$ cat src/rtl/regfile_wr_arb_if.sv
// Write-request / regfile-port bundle for regfile_wr_arb.
// master = requester side (plus regfile observer), slave = the arbiter.
interface regfile_wr_arb_if #(parameter int NREQ = 4);
  logic [NREQ-1:0]      req_valid;
  logic [NREQ-1:0]      req_ready;
  logic [3*NREQ-1:0]    req_reg;
  logic [4*NREQ-1:0]    req_strb;
  logic [32*NREQ-1:0]   req_data;
  logic                 wr_en1, wr_en2, wr_en3;
  logic [2:0]           wr_reg1, wr_reg2, wr_reg3;
  logic [3:0]           wr_strb1, wr_strb2, wr_strb3;
  logic [31:0]          wr_data1, wr_data2, wr_data3;
  logic [31:0]          pend_byte;

  modport master (
    output req_valid, req_reg, req_strb, req_data,
    input  req_ready, wr_en1, wr_en2, wr_en3, wr_reg1, wr_reg2, wr_reg3,
           wr_strb1, wr_strb2, wr_strb3, wr_data1, wr_data2, wr_data3, pend_byte
  );

  modport slave (
    input  req_valid, req_reg, req_strb, req_data,
    output req_ready, wr_en1, wr_en2, wr_en3, wr_reg1, wr_reg2, wr_reg3,
           wr_strb1, wr_strb2, wr_strb3, wr_data1, wr_data2, wr_data3, pend_byte
  );
endinterface

$ cat src/rtl/regfile_wr_arb.sv
// Register-file write-port scheduler: one buffer per requester, rotating-priority
// grant of up to three non-conflicting writes per cycle onto registered ports,
// plus a pending-byte scoreboard for decode.
module regfile_wr_arb #(
  parameter int NREQ = 4
) (
  input logic             clk,
  input logic             rst,
  input logic             flush,
  regfile_wr_arb_if.slave bus
);
  localparam int PW = (NREQ > 2) ? $clog2(NREQ) : 1;

  logic [NREQ-1:0]        buf_v, grant, hs, ready;
  logic [NREQ-1:0][2:0]   buf_reg;
  logic [NREQ-1:0][3:0]   buf_strb;
  logic [NREQ-1:0][31:0]  buf_data;
  logic [PW-1:0]          rr_ptr, rr_next, idx;
  logic                   any_grant, clash;
  logic [1:0]             n;
  logic [2:0]             p_v;
  logic [2:0][PW-1:0]     p_idx;
  logic [2:0]             en_q;
  logic [2:0][2:0]        reg_q;
  logic [2:0][3:0]        strb_q;
  logic [2:0][31:0]       data_q;
  logic [31:0]            pend;

  // A buffer can take a new write when empty or when it is being drained this cycle.
  assign ready         = {NREQ{!rst && !flush}} & (~buf_v | grant);
  assign hs            = bus.req_valid & ready;
  assign bus.req_ready = ready;

  // Rotating scan from rr_ptr; each entry takes the next free port unless it
  // collides on a byte with a write already granted this cycle.
  always_comb begin
    grant     = '0;
    p_v       = '0;
    p_idx     = '0;
    any_grant = 1'b0;
    rr_next   = rr_ptr;
    n         = 2'd0;
    idx       = '0;
    clash     = 1'b0;
    for (int s = 0; s < NREQ; s++) begin
      idx = PW'((int'(rr_ptr) + s) % NREQ);
      if (!rst && !flush && buf_v[idx] && n < 2'd3) begin
        clash = 1'b0;
        for (int k = 0; k < 3; k++)
          if (p_v[k] && buf_reg[p_idx[k]] == buf_reg[idx] &&
              |(buf_strb[p_idx[k]] & buf_strb[idx]))
            clash = 1'b1;
        if (!clash) begin
          grant[idx] = 1'b1;
          p_v[n]     = 1'b1;
          p_idx[n]   = idx;
          if (!any_grant) rr_next = PW'((int'(idx) + 1) % NREQ);
          any_grant  = 1'b1;
          n          = n + 2'd1;
        end
      end
    end
  end

  // Per-requester buffers: load on handshake (zero-strobe writes are dropped), free on grant.
  always_ff @(posedge clk) begin
    for (int i = 0; i < NREQ; i++) begin
      if (rst || flush) begin
        buf_v[i] <= 1'b0;
      end else if (hs[i]) begin
        buf_v[i] <= |bus.req_strb[4*i +: 4];
        if (|bus.req_strb[4*i +: 4]) begin
          buf_reg[i]  <= bus.req_reg[3*i +: 3];
          buf_strb[i] <= bus.req_strb[4*i +: 4];
          buf_data[i] <= bus.req_data[32*i +: 32];
        end
      end else if (grant[i]) begin
        buf_v[i] <= 1'b0;
      end
    end
  end

  // Rotate priority to just past the first entry granted this cycle.
  always_ff @(posedge clk) begin
    if (rst)            rr_ptr <= '0;
    else if (any_grant) rr_ptr <= rr_next;
  end

  // Registered write ports; an idle port drops its enable but keeps its fields.
  always_ff @(posedge clk) begin
    for (int k = 0; k < 3; k++) begin
      if (rst) begin
        en_q[k]   <= 1'b0;
        reg_q[k]  <= '0;
        strb_q[k] <= '0;
        data_q[k] <= '0;
      end else begin
        en_q[k] <= p_v[k];
        if (p_v[k]) begin
          reg_q[k]  <= buf_reg[p_idx[k]];
          strb_q[k] <= buf_strb[p_idx[k]];
          data_q[k] <= buf_data[p_idx[k]];
        end
      end
    end
  end

  // Scoreboard: bytes held in buffers or on an enabled port are not yet committed.
  always_comb begin
    pend = '0;
    for (int i = 0; i < NREQ; i++)
      if (buf_v[i]) pend[{buf_reg[i], 2'b00} +: 4] = pend[{buf_reg[i], 2'b00} +: 4] | buf_strb[i];
    for (int k = 0; k < 3; k++)
      if (en_q[k]) pend[{reg_q[k], 2'b00} +: 4] = pend[{reg_q[k], 2'b00} +: 4] | strb_q[k];
  end

  assign bus.pend_byte = pend;
  assign bus.wr_en1    = en_q[0];
  assign bus.wr_en2    = en_q[1];
  assign bus.wr_en3    = en_q[2];
  assign bus.wr_reg1   = reg_q[0];
  assign bus.wr_reg2   = reg_q[1];
  assign bus.wr_reg3   = reg_q[2];
  assign bus.wr_strb1  = strb_q[0];
  assign bus.wr_strb2  = strb_q[1];
  assign bus.wr_strb3  = strb_q[2];
  assign bus.wr_data1  = data_q[0];
  assign bus.wr_data2  = data_q[1];
  assign bus.wr_data3  = data_q[2];
endmodule

$ cat src/flat_wrapper.sv
// flat-port wrapper written by rule: the top's interface ports become plain ports
module regfile_wr_arb_flat 
#(
  parameter int NREQ = 4
)
  (clk, rst, flush, bus_req_valid, bus_req_reg, bus_req_strb, bus_req_data, bus_req_ready, bus_wr_en1, bus_wr_en2, bus_wr_en3, bus_wr_reg1, bus_wr_reg2, bus_wr_reg3, bus_wr_strb1, bus_wr_strb2, bus_wr_strb3, bus_wr_data1, bus_wr_data2, bus_wr_data3, bus_pend_byte);
  regfile_wr_arb_if #(.NREQ(NREQ)) bus_i ();
  input logic clk;
  input logic rst;
  input logic flush;
  input wire logic [$bits(bus_i.req_valid)-1:0] bus_req_valid;
  input wire logic [$bits(bus_i.req_reg)-1:0] bus_req_reg;
  input wire logic [$bits(bus_i.req_strb)-1:0] bus_req_strb;
  input wire logic [$bits(bus_i.req_data)-1:0] bus_req_data;
  output wire logic [$bits(bus_i.req_ready)-1:0] bus_req_ready;
  output wire logic [$bits(bus_i.wr_en1)-1:0] bus_wr_en1;
  output wire logic [$bits(bus_i.wr_en2)-1:0] bus_wr_en2;
  output wire logic [$bits(bus_i.wr_en3)-1:0] bus_wr_en3;
  output wire logic [$bits(bus_i.wr_reg1)-1:0] bus_wr_reg1;
  output wire logic [$bits(bus_i.wr_reg2)-1:0] bus_wr_reg2;
  output wire logic [$bits(bus_i.wr_reg3)-1:0] bus_wr_reg3;
  output wire logic [$bits(bus_i.wr_strb1)-1:0] bus_wr_strb1;
  output wire logic [$bits(bus_i.wr_strb2)-1:0] bus_wr_strb2;
  output wire logic [$bits(bus_i.wr_strb3)-1:0] bus_wr_strb3;
  output wire logic [$bits(bus_i.wr_data1)-1:0] bus_wr_data1;
  output wire logic [$bits(bus_i.wr_data2)-1:0] bus_wr_data2;
  output wire logic [$bits(bus_i.wr_data3)-1:0] bus_wr_data3;
  output wire logic [$bits(bus_i.pend_byte)-1:0] bus_pend_byte;
  assign bus_i.req_valid = bus_req_valid;
  assign bus_i.req_reg = bus_req_reg;
  assign bus_i.req_strb = bus_req_strb;
  assign bus_i.req_data = bus_req_data;
  assign bus_req_ready = bus_i.req_ready;
  assign bus_wr_en1 = bus_i.wr_en1;
  assign bus_wr_en2 = bus_i.wr_en2;
  assign bus_wr_en3 = bus_i.wr_en3;
  assign bus_wr_reg1 = bus_i.wr_reg1;
  assign bus_wr_reg2 = bus_i.wr_reg2;
  assign bus_wr_reg3 = bus_i.wr_reg3;
  assign bus_wr_strb1 = bus_i.wr_strb1;
  assign bus_wr_strb2 = bus_i.wr_strb2;
  assign bus_wr_strb3 = bus_i.wr_strb3;
  assign bus_wr_data1 = bus_i.wr_data1;
  assign bus_wr_data2 = bus_i.wr_data2;
  assign bus_wr_data3 = bus_i.wr_data3;
  assign bus_pend_byte = bus_i.pend_byte;
  regfile_wr_arb #(.NREQ(NREQ)) u_core (.clk(clk), .rst(rst), .flush(flush), .bus(bus_i));
endmodule
$ cat config.mk
export PLATFORM = sky130hd
export DESIGN_NAME = regfile_wr_arb_flat
export DESIGN_NICKNAME = d
export VERILOG_FILES = /design/src/rtl/regfile_wr_arb_if.sv /design/src/rtl/regfile_wr_arb.sv /design/src/flat_wrapper.sv
export SDC_FILE = /design/constraint.sdc
export NUM_CORES = 1
export LEC_CHECK = 0
export CELL_PAD_IN_SITES_DETAIL_PLACEMENT = 1
export CELL_PAD_IN_SITES_GLOBAL_PLACEMENT = 1
export CORE_MARGIN = 2
export CORE_UTILIZATION = 40
export CTS_CLUSTER_DIAMETER = 30
export CTS_CLUSTER_SIZE = 40
export DETAILED_ROUTE_END_ITERATION = 10
export PLACE_DENSITY = 0.89
export RECOVER_POWER = 50
export SETUP_SLACK_MARGIN = 0.05
export SYNTH_ARGS = -nofsm -noshare
export SYNTH_HDL_FRONTEND = slang
export SYNTH_SLANG_ARGS = --single-unit
$ cat constraint.sdc
create_clock -name clk -period 14.79 [get_ports clk]
set_input_delay 2.958 -clock clk [delete_from_list [all_inputs] [get_ports clk]]
set_output_delay 2.958 -clock clk [all_outputs]
set_load 0.03 [all_outputs]
-- Word level (Yosys, flattened, before mapping)
Cells that the tools add are included.
- bits in registers: 282
- word-level logic and storage cells: 336
- add/subtract/negate cells: 15
- $lt $le $gt $ge: 27
- equality and inequality tests: 7
- shifts and indexed selects: 21
- muxes and demuxes: 162
- bitwise operators: 26
- reduce and logical (&&, ||, !) cells: 51
- operator list (kind ; number):
    32-bit two-way mux ; 10
    4-bit by 7-bit variable shift with 32-bit output (first input constant) ; 7
    4-bit by 7-bit indexed part select with 32-bit output ; 7
    32-bit binary-select mux with 2-bit select ; 3
    32-bit bitwise mux ; 6
    32-bit by 6-bit indexed part select with 4-bit output ; 6
    4-bit binary-select mux with 2-bit select ; 13
    4-bit two-way mux ; 20
    3-bit binary-select mux with 2-bit select ; 13
    3-bit two-way mux ; 19
    5-bit negation with 7-bit output ; 7
    2-bit by 3-bit < comparator with 1-bit output (second input constant) ; 16
    4-bit bitwise OR ; 11
    4-bit OR reduction ; 11
    1-bit two-way mux ; 37
    4-bit AND ; 9
    2-bit two-way mux ; 18
    6-bit two-way mux ; 6
    32-bit AND ; 1
    32-bit by 6-bit indexed part select with 4-bit output (first input constant) ; 1
    1-bit logical AND ; 29
    3-bit == test ; 7
    6-bit bitwise mux ; 3
    1-bit demux with 2-bit select ; 7
    other kinds (18) ; 42

-- Depth between registers and ports, before layout
- depth in word-level cells: 39
- depth in mapped cells: 32
- gate-level depth less buffers: 26

-- Least setup slack after synthesis
Ideal clock, no wire load.
- path type: input to output
- start: in rst
- end: out bus_req_ready[0]
- data arrival time: 8.791 ns
- data required time: 11.832 ns
- slack: 3.041 ns
- cell stages on the path: 26
- path buffers: 4
- path through: buf_2 nor2_2 o21ai_0 a21oi_1 clkbuf_1 ha_1 buf_2 mux4_2 xnor2_1 nand4_1 nor2_1 inv_1 ha_1 and3_1 a211o_1 o21ba_2 nand2b_2 mux2_4 mux4_2 xnor2_1 nand2_1 or4_1 and3_1 buf_2 a221oi_1 nor2_1
- longest elaborated chain between the ends: 37
- elaborated cells between the ends (all ways): 132
- those cells by class: add/sub: 2; order compare: 7; eq/ne: 7; mux: 70; bitwise: 14; reduce/logical: 32
- RTL lines (element ; line ; source):
    start: declaration ; flat_wrapper.sv:9 ; input logic rst;
    1-bit logical NOT * ; regfile_wr_arb.sv:30, regfile_wr_arb.sv:47 ;
    1-bit logical AND * ; regfile_wr_arb.sv:30, regfile_wr_arb.sv:47 ;
    1-bit logical AND ; regfile_wr_arb.sv:47 ; if (!rst && !flush && buf_v[idx] && n < 2'd3) begin
    2-bit two-way mux ; regfile_wr_arb.sv:47 ;
    4-bit binary-select mux with 2-bit select / 3-bit binary-select mux with 2-bit select (equally long branches) ; regfile_wr_arb.sv:51, regfile_wr_arb.sv:50 ;
    4-bit two-way mux (not written as such) / 3-bit two-way mux (equally long branches) ; regfile_wr_arb.sv:51, regfile_wr_arb.sv:50 ;
    4-bit AND / 3-bit == test (equally long branches) ; regfile_wr_arb.sv:51, regfile_wr_arb.sv:50 ;
    4-bit OR reduction / 1-bit logical AND (equally long branches) ; regfile_wr_arb.sv:51, regfile_wr_arb.sv:50 ;
    [19 not listed] ; -- ;
    4-bit OR reduction / 1-bit logical AND (equally long branches) ; regfile_wr_arb.sv:51, regfile_wr_arb.sv:50 ;
    1-bit logical AND ; regfile_wr_arb.sv:50 ; if (p_v[k] && buf_reg[p_idx[k]] == buf_reg[idx] &&
    1-bit two-way mux (3 in series) ; regfile_wr_arb.sv:50 ;
    1-bit two-way mux ; regfile_wr_arb.sv:47 ;
    4-bit two-way mux ; regfile_wr_arb.sv:53 ; if (!clash) begin
    4-bit two-way mux ; regfile_wr_arb.sv:47 ;
    4-bit bitwise OR ; regfile_wr_arb.sv:30 ; assign ready = {NREQ{!rst && !flush}} & (~buf_v | grant);
    4-bit AND * ; regfile_wr_arb.sv:30 ;
    end: declaration ; flat_wrapper.sv:15 ; output wire logic [$bits(bus_i.req_ready)-1:0] bus_req_ready;
Every way passes the cells marked *; elsewhere a longest branch is shown, timed or not. The select of a mux whose other input is x is not followed.

-- Worst setup path in the final report
- start: in flush
- end: out bus_req_ready[1]
- longest elaborated chain between the ends: 37
- elaborated cells between the ends (all ways): 132
- those cells by class: add/sub: 2; order compare: 7; eq/ne: 7; mux: 70; bitwise: 14; reduce/logical: 32
- RTL lines (element ; line ; source):
    start: declaration ; flat_wrapper.sv:10 ; input logic flush;
    1-bit logical NOT * ; regfile_wr_arb.sv:30, regfile_wr_arb.sv:47 ;
    1-bit logical AND * ; regfile_wr_arb.sv:30, regfile_wr_arb.sv:47 ;
    1-bit logical AND ; regfile_wr_arb.sv:47 ;
    2-bit two-way mux ; regfile_wr_arb.sv:47 ;
    4-bit binary-select mux with 2-bit select / 3-bit binary-select mux with 2-bit select (equally long branches) ; regfile_wr_arb.sv:51, regfile_wr_arb.sv:50 ;
    4-bit two-way mux (not written as such) / 3-bit two-way mux (equally long branches) ; regfile_wr_arb.sv:51, regfile_wr_arb.sv:50 ;
    4-bit AND / 3-bit == test (equally long branches) ; regfile_wr_arb.sv:51, regfile_wr_arb.sv:50 ;
    4-bit OR reduction / 1-bit logical AND (equally long branches) ; regfile_wr_arb.sv:51, regfile_wr_arb.sv:50 ;
    [19 not listed] ; -- ;
    4-bit OR reduction / 1-bit logical AND (equally long branches) ; regfile_wr_arb.sv:51, regfile_wr_arb.sv:50 ;
    1-bit logical AND ; regfile_wr_arb.sv:50 ;
    1-bit two-way mux (3 in series) ; regfile_wr_arb.sv:50 ;
    1-bit two-way mux ; regfile_wr_arb.sv:47 ;
    4-bit two-way mux ; regfile_wr_arb.sv:53 ;
    4-bit two-way mux ; regfile_wr_arb.sv:47 ;
    4-bit bitwise OR ; regfile_wr_arb.sv:30 ;
    4-bit AND * ; regfile_wr_arb.sv:30 ;
Marks and branches as above.

==> qor.log <==
qor: routing.remaining_drc_errors 0
qor: layout.max_ffs_per_register 128
qor: synth.combinational_family_with_the_most_area_after_synthesis simple AND/OR/NAND/NOR gates
qor: global_route.first_global_vias 26234
qor: sta.final_worst_path_cycle_share 95.8%
qor: clock_network.clock_latency 0.59 ns
qor: setup_path.worst_ep_arrival_time 11.22 ns
qor: global_route.global_route.usage.total 41.1%
qor: power.power_leakage 0.0106 uW
qor: synth.post_synth_xor_area_fraction 0.750%
qor: synth.ys_seq_elements 282
qor: routing.postRouteWirelength 121000 um
qor: synth.seq_area_frac_synth 32.5%
qor: synth.share_of_the_synthesized_area_in_compound_gates_ao_oa_aoi_oai 21.5%
qor: clock_network.count_of_buffers_added_by_post_cts_timing_repair_for_setup 0
qor: synth.synthesis.nets 2742
qor: setup_path.max_stage_delay 0.82 ns
qor: global_route.grt_max_degree 57
qor: power.power.density_cell_area 89.3 nW/um^2
qor: setup_path.worstSetupEndpointType output port
qor: clock_network.post_cts_resized 0
qor: layout.final_layout_size_suffix_gt1_share 11.4%
qor: synth.netlist_top_cells_area edfxtp_1 21%, dfxtp_1 11%, mux2i_1 7.5%, mux4_2 7.3%, nand2_1 7.1%
qor: global_route.grt.overflow.total 0
qor: floorplanning.die_width 240 um
qor: flow_run.max_cap_viol_count 2
qor: power.seqPwrFrac 36.5%
qor: clock_network.tritoncts built
qor: sta.setup_repair_after_global_routing_missed_its_margin false
qor: routing.detailedRoute.firstPassIterationCount 5
qor: routing.route.antenna.remaining_nets 0
qor: routing.average_wire_per_cell_in_the_routed_design 34.0 um
qor: setup_path.worstPathCellList clkdlybuf4s50_1 -> nor2_2 -> o21ai_0 -> a21oi_1 -> ha_1 -> mux4_2 -> xnor2_1 -> nand4_1 -> nor2_1 -> inv_1 -> ha_1 -> and3_1 -> a211o_1 -> o21ba_2 -> nand2b_2 -> mux2_1 -> mux4_2 -> xnor2_1 -> nand2_1 -> or4_1 -> and3_1 -> a221oi_1 -> nor2_1 -> clkdlybuf4s50_1
qor: power.power_switching_share 34.1%
qor: routing.dr_total_vias 25538
qor: floorplanning.row_count 86
qor: layout.area_delta_synth_final 23.6%
qor: sta.setup-violations-final 0
qor: synth.synth_warnings 0
qor: clock_network.clk_path_buf_depth 3
qor: setup_path.required 11.83 ns
qor: sta.fmaxAchievable 70.6 MHz
qor: synth.post_synth_and_or_nand_nor_area_fraction 22.5%
qor: layout.final_core_util 49.9%
qor: power.netSwitchingPower 836 uW
qor: synth.mappedNetlistArea 22200 sq um
qor: layout.finish.net_count 2978
qor: synth.netlist.top_cell.by_area edfxtp_1
qor: floorplanning.die_h 240 um
qor: synth.netlist_top_cells_count 418 x nand2_1, 197 x nor2_1, 166 x mux2i_1
qor: synth.postSynthAreaPerCell 8.73 sq um
qor: routing.initial_drt_markers 3387
qor: synth.synth.top_cell.area_share 21.1%
qor: sta.final_max_slew_viol_count 68
qor: outcome.violations capacitance limit, slew limit
qor: power.clkPwrFrac 43.4%
qor: synth.yosys.cell_count.top_type nand2_1
qor: place.routabilityCongestion 0.983
qor: floorplanning.ios 319
qor: routing.drt-vias-per-instance 7.15
qor: clock_network.cts.reportedPaths.clkPinSlew 0.05 ns
qor: floorplanning.starting_utilization_of_the_core_area 40.4%
qor: floorplanning.fp.dieArea 57400 sq um
qor: place.dp.final_hpwl 81100 um
qor: min_path.min-delay-path-class register to register
qor: setup_path.cp_max_fo 13
qor: synth.edff_count_synth 156
qor: setup_path.startpoint_type primary input
qor: outcome.outcome finished, violations left
qor: clock_network.numClockSinks 282
qor: clock_network.cts_root_buffer clkbuf_16
qor: synth.synth.area.mux_share 15.7%
qor: synth.synth_top_flop_cell edfxtp_1
qor: sta.post_layout_min_period 14.17 ns
qor: power.cell_internal_pwr 1610 uW
qor: sta.timing.setup.tns 0 ns
qor: synth.synth.distinct_cells 122
qor: clock_network.cts-buffers-inserted 44
qor: synth.synth_instances 2542
qor: setup_path.cp_slowest_cell a21oi_1
qor: sta.hold_viol_final 0
qor: synth.synthAdderAreaFrac 2.09%
qor: clock_network.postCtsHoldBufs 0
qor: setup_path.path_class primary input to output port
qor: floorplanning.core_region_area 55000 sq um
qor: power.comb_power_share 20.2%
qor: power.power.ir.vdd_worst 0.103 mV
qor: layout.registers.top_by_ff_count u_core.buf_data
qor: sta.worst_pin_slew 3.73 ns
qor: clock_network.depth_of_the_cts_h_tree 2
qor: synth.fraction_of_registers_with_async_set_or_reset_after_synthesis 0%
qor: sta.fin_worst_skew 0.0324 ns
qor: global_route.number_of_antenna_violations_at_the_first_check_in_global_routing 6
qor: global_route.first_pass_grt_wire_length 176000 um
qor: place.port_buffers 318
qor: sta.timing.max_slew.rel_slack -149%
[routing by layer]
layer | vias to the layer above | part of all wire (%) | GRT usage (%)
li1 | 10193 | - | -
met1 | 12573 | 36 | 49.0
met2 | 2096 | 46 | 67.4
met3 | 670 | 11 | 9.21
met4 | 6 | 7.3 | 25.3
met5 | - | 0.030 | 0
[cell families (layout without fill, tap and decap cells)]
kind of cell	after synthesis	after routing
simple gates	1053	1053
compound gates	652	652
flops	282	282
mux	252	252
buf+inv	247	519
fa+ha+maj	37	37
xor+xnor	19	19
other cells	0	8
[worst max-delay path, delay by kind of cell]
kind                       cells  cell delay (ns)
xor gates and xnor gates       2             0.40
AOI/OAI and AO/OA              5             2.12
buffers and inverters          3             1.15
muxes                          3             1.66
and+or+nand+nor                9             2.04
adders and majority gates      2             0.91
[through the flow]
stage / cells / hold WS, ns / worst slack (ns) / cell area (sq um) / power, uW
after CTS: 3562 / 0.487 / 0.890 / 27500 / 2440
after detailed placement: 3480 / 0.461 / 1.05 / 26000 / 1380
final: 3570 / 0.472 / 0.616 / 27400 / 2450
after floorplan: 2542 / 0.571 / 3.04 / 22200 / 1170
after global routing: 3563 / 0.500 / 0.264 / 27400 / 2490
after global placement: 3480 / 0.440 / 1.38 / 26000 / 1360
[power by group through the flow]
stage / logic (uW) / registers (uW) / clock network [uW]
3_5_place_dp: 478 / 903 / 0
2_1_floorplan: 257 / 916 / 0
6_report: 494 / 893 / 1060
4_1_cts: 491 / 890 / 1060
3_3_place_gp: 463 / 900 / 0
5_1_grt: 510 / 892 / 1090
[cells in the final DEF, fill, tap and decap left out, drive strengths merged, types with 21 or more instances in the layout]
| cell type | synthesis | routed |
|---|---|---|
| mux2i | 171 | 171 |
| o211ai | 34 | 34 |
| dfxtp | 126 | 126 |
| a31oi | 34 | 34 |
| a211oi | 41 | 41 |
| clkbuf | 114 | 50 |
| o221ai | 47 | 47 |
| dlygate4sd3 | 0 | 276 |
| nand2 | 420 | 420 |
| a221oi | 23 | 23 |
| inv | 49 | 67 |
| buf | 79 | 63 |
| mux4 | 72 | 72 |
| edfxtp | 156 | 156 |
| o22ai | 26 | 26 |
| a21oi | 155 | 155 |
| clkdlybuf4s50 | 0 | 41 |
| nand3 | 156 | 156 |
| o21ai | 99 | 99 |
| ha | 37 | 37 |
| nor2 | 200 | 200 |
| nor3 | 68 | 68 |
| and2 | 38 | 38 |
| nand4 | 21 | 21 |
[final cells by class]
type | instances | area, sq um
diodes | 8 | 20.0
clock buffers | 47 | 1150
clock inverters | 35 | 314
fillers | 6261 | 27500
inverters | 54 | 203
multi-input cells | 2013 | 13900
flip-flops and latches | 282 | 7210
well taps | 748 | 936
repair buffers | 383 | 3660
[worst paths after layout]
kind | start | end | slack [ns] | depth (start not counted)
max reg2reg | u_core.buf_v[0] | u_core.bus.wr_data1[10] | 3.24 | 24
min | u_core.bus.wr_data1[5] | u_core.bus.wr_data1[5] | 0.47 | 2
max | flush | bus_req_ready[1] | 0.62 | 24
min reg2reg | u_core.bus.wr_data1[5] | u_core.bus.wr_data1[5] | 0.47 | 2
(Power assumes the default switching activity.)
